==> config.mk <==
export PLATFORM = sky130hd
export DESIGN_NAME = dcache_line_xfer
export DESIGN_NICKNAME = d
export VERILOG_FILES = /design/src/rtl/dcache_pkg.sv /design/src/rtl/dcache_line_xfer.sv
export SDC_FILE = /design/constraint.sdc
export NUM_CORES = 1
export LEC_CHECK = 0
export BUFFER_PORTS_ARGS = -buffer_cell sky130_fd_sc_hd__buf_2
export CAP_MARGIN = 15
export CORE_MARGIN = 2
export CORE_UTILIZATION = 49
export CTS_BUF_LIST = sky130_fd_sc_hd__clkbuf_8 sky130_fd_sc_hd__clkbuf_16
export DETAILED_ROUTE_END_ITERATION = 16
export HOLD_SLACK_MARGIN = 0.08
export PLACE_DENSITY = 0.85
export SYNTH_ARGS = -nofsm -noshare
export SYNTH_HDL_FRONTEND = slang
export SYNTH_SLANG_ARGS = --single-unit
export TNS_END_PERCENT = 20
==> constraint.sdc <==
create_clock -name clk -period 4.7 [get_ports clk]
set_input_delay 0.94 -clock clk [delete_from_list [all_inputs] [get_ports clk]]
set_output_delay 0.94 -clock clk [all_outputs]
set_load 0.01 [all_outputs]
==> src/rtl/dcache_pkg.sv <==
// Shared definitions for the data-cache line transfer engine: line geometry,
// index widths, FSM state encoding and a RAM address helper.
package dcache_pkg;

  localparam int DCACHE_LINE_WORDS = 8;
  localparam int LINE_IDX_W        = 8;
  localparam int WORD_IDX_W        = 3;
  localparam int RAM_ADDR_W        = LINE_IDX_W + WORD_IDX_W;
  localparam int DATA_W            = 32;
  localparam int BE_W              = DATA_W / 8;

  typedef logic [LINE_IDX_W-1:0] line_idx_t;
  typedef logic [WORD_IDX_W-1:0] word_idx_t;
  typedef logic [RAM_ADDR_W-1:0] ram_addr_t;

  typedef enum logic [2:0] {
    ST_IDLE   = 3'd0,
    ST_FILL   = 3'd1,
    ST_EV_RD  = 3'd2,
    ST_EV_OUT = 3'd3,
    ST_DONE   = 3'd4
  } xfer_state_e;

  // RAM word address of a word inside a cache line
  function automatic ram_addr_t line_word_addr(input line_idx_t line, input word_idx_t word);
    return {line, word};
  endfunction

endpackage

==> src/rtl/dcache_line_xfer.sv <==
// Data-cache line transfer engine: refills a line from the fill stream into
// the data RAM, or evicts a line from the RAM onto the write-back stream.
// Optional feature macro: DCACHE_XFER_CRIT_WORD_EN (critical-word-first
// refill starting at cmd_word_i; otherwise refill always starts at word 0).
module dcache_line_xfer
  import dcache_pkg::*;
(
  input  logic                  clk,
  input  logic                  rst_n,
  // command
  input  logic                  cmd_valid_i,
  output logic                  cmd_ready_o,
  input  logic                  cmd_evict_i,
  input  logic [LINE_IDX_W-1:0] cmd_line_i,
  input  logic [WORD_IDX_W-1:0] cmd_word_i,
  // refill stream in
  input  logic                  fill_valid_i,
  input  logic [DATA_W-1:0]     fill_data_i,
  output logic                  fill_ready_o,
  // write-back stream out
  output logic                  wb_valid_o,
  output logic [DATA_W-1:0]     wb_data_o,
  output logic                  wb_last_o,
  input  logic                  wb_ready_i,
  // data RAM port
  output logic [RAM_ADDR_W-1:0] ram_addr_o,
  output logic [DATA_W-1:0]     ram_data_o,
  output logic [BE_W-1:0]       ram_wr_o,
  input  logic [DATA_W-1:0]     ram_data_i,
  // status
  output logic                  busy_o,
  output logic                  done_o,
  output logic [DCACHE_LINE_WORDS-1:0] word_valid_o
);

  xfer_state_e state_reg, state_next;

  logic                         ready_en_reg;   // holds cmd_ready_o low for the first cycle out of reset
  line_idx_t                    line_reg;
  word_idx_t                    start_reg;
  word_idx_t                    count_reg;
  logic [DCACHE_LINE_WORDS-1:0] word_valid_reg;
  ram_addr_t                    addr_hold_reg;
  logic [DATA_W-1:0]            wb_data_reg;
  logic                         wb_first_reg;   // first EV_OUT cycle: RAM read data arrives now

  logic      cmd_accept;
  logic      fill_beat;
  logic      wb_beat;
  word_idx_t fill_ofs;
  word_idx_t start_next;

  assign cmd_accept = cmd_valid_i && cmd_ready_o;
  assign fill_beat  = (state_reg == ST_FILL) && fill_valid_i;
  assign wb_beat    = (state_reg == ST_EV_OUT) && wb_ready_i;
  assign fill_ofs   = start_reg + count_reg;

`ifdef DCACHE_XFER_CRIT_WORD_EN
  assign start_next = cmd_word_i;
`else
  logic unused_cmd_word;
  assign unused_cmd_word = ^cmd_word_i;
  assign start_next      = '0;
`endif

  // State register; reset returns to IDLE at once, which also kills ram_wr_o
  always_ff @(posedge clk or negedge rst_n) begin
    if (!rst_n) state_reg <= ST_IDLE;
    else        state_reg <= state_next;
  end

  // Next-state logic
  always_comb begin
    state_next = state_reg;
    case (state_reg)
      ST_IDLE: begin
        if (cmd_accept) state_next = cmd_evict_i ? ST_EV_RD : ST_FILL;
      end
      ST_FILL: begin
        if (fill_beat && (count_reg == word_idx_t'(DCACHE_LINE_WORDS - 1))) state_next = ST_DONE;
      end
      ST_EV_RD: begin
        state_next = ST_EV_OUT;
      end
      ST_EV_OUT: begin
        if (wb_beat) begin
          state_next = (count_reg == word_idx_t'(DCACHE_LINE_WORDS - 1)) ? ST_DONE : ST_EV_RD;
        end
      end
      ST_DONE: begin
        state_next = ST_IDLE;
      end
      default: state_next = ST_IDLE;
    endcase
  end

  // Output decode; RAM address holds its previous value whenever the port is idle
  always_comb begin
    cmd_ready_o  = (state_reg == ST_IDLE) && ready_en_reg;
    fill_ready_o = (state_reg == ST_FILL);
    busy_o       = (state_reg != ST_IDLE);
    done_o       = (state_reg == ST_DONE);
    wb_valid_o   = (state_reg == ST_EV_OUT);
    wb_last_o    = (state_reg == ST_EV_OUT) && (count_reg == word_idx_t'(DCACHE_LINE_WORDS - 1));
    wb_data_o    = wb_first_reg ? ram_data_i : wb_data_reg;
    ram_addr_o   = addr_hold_reg;
    ram_data_o   = '0;
    ram_wr_o     = '0;
    word_valid_o = word_valid_reg;
    if (fill_beat) begin
      ram_addr_o = line_word_addr(line_reg, fill_ofs);
      ram_data_o = fill_data_i;
      ram_wr_o   = '1;
    end else if (state_reg == ST_EV_RD) begin
      ram_addr_o = line_word_addr(line_reg, count_reg);
    end
  end

  // Command latch, beat counter, held RAM address and write-back data capture
  always_ff @(posedge clk or negedge rst_n) begin
    if (!rst_n) begin
      ready_en_reg  <= 1'b0;
      line_reg      <= '0;
      start_reg     <= '0;
      count_reg     <= '0;
      addr_hold_reg <= '0;
      wb_data_reg   <= '0;
      wb_first_reg  <= 1'b0;
    end else begin
      ready_en_reg  <= 1'b1;
      addr_hold_reg <= ram_addr_o;
      wb_first_reg  <= (state_reg == ST_EV_RD);
      if (state_reg == ST_EV_OUT) wb_data_reg <= wb_data_o;
      if (cmd_accept) begin
        line_reg  <= cmd_line_i;
        start_reg <= cmd_evict_i ? word_idx_t'(0) : start_next;
        count_reg <= '0;
      end else if (fill_beat || wb_beat) begin
        count_reg <= count_reg + word_idx_t'(1);
      end
    end
  end

  // Per-word valid flags: cleared by a new refill, set as each word lands
  for (genvar gi = 0; gi < DCACHE_LINE_WORDS; gi++) begin : g_word_valid
    always_ff @(posedge clk or negedge rst_n) begin
      if (!rst_n)                                          word_valid_reg[gi] <= 1'b0;
      else if (cmd_accept && !cmd_evict_i)                 word_valid_reg[gi] <= 1'b0;
      else if (fill_beat && (fill_ofs == word_idx_t'(gi))) word_valid_reg[gi] <= 1'b1;
    end
  end

endmodule

==> impl_metrics.ini <==
[run_status]
outcome = completed

[route]
drc_errors = 0
drt_wl_total_um = 7670
overall_via_count_from_detail_route = 2579
vias_per_cell = 4.88
detail_route.wl_per_cell_um = 14.5
drt_iter0_drc = 41
final_antenna_net_count = 0
drt-pass1-iter-count = 4

[setup_path]
critical-path-top-cell-by-count = sky130_fd_sc_hd__buf_2
worstPathCellList = buf_2, and4bb_4, a21oi_2, mux2_2, buf_2
cp_num_buf_inv = 2
worstSetupStartpointType = input pin
critical-path-slowest-cell = sky130_fd_sc_hd__a21oi_2
crit_path_end_kind = output pin
cpPeakStageDelay_ns = 0.73
crit_family = compound AO/OA/AOI/OAI gates
critPathRequiredTime_ns = 3.76
worst-setup-path-type = input pin to output pin
worst_ep_arrival_time_ns = 2.69
path_max_fanout = 45

[finish]
multi_input_area_um2 = 1590
area.sequential_um2 = 1680
post_route_cells_drive_above_1_share_pct = 63.9
final_cell_area_um2 = 4510
largest_register_ffs = 32
fillCellCount = 503
layout.core_utilization_pct = 66.4
area.growth.synth_to_final_pct = 31.5
nets = 514
finalNonFillerCells = 529

[timing]
setup_tns_ns = 0
setup_repair_after_global_routing_missed_its_margin = false
number_of_setup_violations_in_the_final_report = 0
report.final.slew_viol_count = 0
timing.final.crit_share_pct = 77.3
hold-worst-slack_ns = 0.497
max_slew_margin_pct = 37.3
min_setup_slack_post_route_ns = 1.07
finalClockSkew_ns = 0.00726
final_period_minus_worst_setup_slack_ns = 3.63
max_slew.worst_pin.slew_ns = 0.940
fmaxAchievable_mhz = 275
timing_hold_violations_final = 0

[pwr]
post-layout-total-power_mw = 2.73
max-vdd-ir-drop_v = 0.000298
leakage_nw = 2.50
power_per_cell_area_nw_per_um2 = 606

[logic_synthesis]
synthTopCellsByArea = sky130_fd_sc_hd__dfrtp_1 49%, sky130_fd_sc_hd__mux2_2 21%, sky130_fd_sc_hd__mux2_4 7.4%
synthDistinctLibCells = 33
synth_top_flop_cell = sky130_fd_sc_hd__dfrtp_1
synth_top_cell_area_share_pct = 48.9
post_synth_inst_count = 262
synthesis.area_per_instance_um2 = 13.1
yosysSeqAreaShare_pct = 48.9
synth_top_cells_by_count = 67 x sky130_fd_sc_hd__dfrtp_1, 64 x sky130_fd_sc_hd__mux2_2, 32 x sky130_fd_sc_hd__and2_1
synth_async_sr_flop_share_pct = 100
ys.warnings.count = 0
post_synthesis_instance_area_um2 = 3430
synth_fp_nets = 349
yosysMostFrequentCell = sky130_fd_sc_hd__dfrtp_1
yosys.area.top_type = sky130_fd_sc_hd__dfrtp_1
ys_seq_elements = 67
synth_enable_flop_cells = 0

[placed_design]
place_area_um2 = 4280
buffer_ports.inserted = 170
detailedPlace.worstSlack_ns = 1.06
globalplace.congestion = 0.836
post-place-cells = 512
dpl.hpwl_um = 5690

[global_route]
grt_antenna_before_repair = 1
gr-usage-all-layers_pct = 19.6
grt_max_degree = 46
grt_remaining_overflow = 0
vias_in_the_first_global_route = 2495
global_route_wire_length_before_repair_um = 11500

[die]
initial_utilization_pct = 50.5
io_pins = 174
floorplan.rows = 30
fp.coreArea_um2 = 6790
die-width_um = 87.7
floorplan.die.height_um = 87.7
die_area_um2 = 7680

[cts]
cts_post_setup_buffers_inserted = 0
cts_root_buf = sky130_fd_sc_hd__clkbuf_8
post_cts.resized_instances = 0
cts_hold_repair_buffers = 0
clock-sinks = 67
number_of_clock_buffers_inserted_by_tritoncts = 9
htree_levels = 3
clk_pin_slew_worst_paths_ns = 0.07
clock_tree_from_tritoncts = yes
clock_tree.buffer_depth = 2
clock_insertion_delay_at_the_later_pin_of_the_skew_report_ns = 0.33

[flow_run]
cap_viol_max_count = 0

[worst_hold_path]
min-delay-path-class = flop to flop
## per-layer routing
metal / wire [µm] / global-route usage (%) / vias up
met4: 133 / 9.37 / 0
met1: 2940 / 21.5 / 1190
met2: 4060 / 35.6 / 138
met5: 0 / 0 / -
li1: - / - / 1239
met3: 536 / 4.62 / 12
## logic make-up after synthesis
family	Yosys count	share of synthesized area [%]
other cells	1	0.109
simple gates	59	10.8
mux	85	29.7
compound gates	20	3.61
flops	67	48.9
fa+ha+maj	6	2.19
buf+inv	24	4.67
## final timing paths
| path | slack, ns | to | cells after the start | from |
|---|---|---|---|---|
| max | 1.07 | ram_addr_o[10] | 5 | fill_valid_i |
| min | 0.50 | addr_hold_reg[8] | 1 | addr_hold_reg[8] |
| max reg2reg | 2.45 | addr_hold_reg[10] | 3 | state_reg[1] |
| min reg2reg | 0.50 | addr_hold_reg[8] | 1 | addr_hold_reg[8] |
| max in group asynchronous | 3.17 | wb_data_reg[26] | 2 | rst_n |
| min in group asynchronous | 0.60 | wb_data_reg[27] | 1 | rst_n |
## cell type report
class / instances / area share (%)
Timing Repair Buffer: 173 / 19.4
Tap cell: 96 / 2.66
Antenna cell: 1 / 0.0555
Clock inverter: 7 / 2.25
Multi-Input combinational cell: 171 / 35.3
Sequential cell: 67 / 37.2
Inverter: 5 / 0.416
Clock buffer: 9 / 2.75
## power by group
| part | leakage, nW | switching (mW) | internal (mW) |
|---|---|---|---|
| sequential | 0.870 | 0.141 | 0.808 |
| clock | 0.106 | 0.228 | 0.302 |
| combinational | 1.52 | 0.606 | 0.646 |
## cell usage in the layout (no fill, tap or decap), types with 5 or more instances in the layout
cell	synthesis	routed
sky130_fd_sc_hd__buf_2	5	170
sky130_fd_sc_hd__dfrtp_1	67	67
sky130_fd_sc_hd__mux2_2	64	64
sky130_fd_sc_hd__and2_1	32	32
sky130_fd_sc_hd__mux2_4	17	17
sky130_fd_sc_hd__nor2_1	10	10
sky130_fd_sc_hd__clkbuf_8	0	9
sky130_fd_sc_hd__a31oi_1	7	7
sky130_fd_sc_hd__a21oi_1	6	6
sky130_fd_sc_hd__ha_1	6	6
sky130_fd_sc_hd__inv_1	5	5
Power figures use the tool's default switching activity.
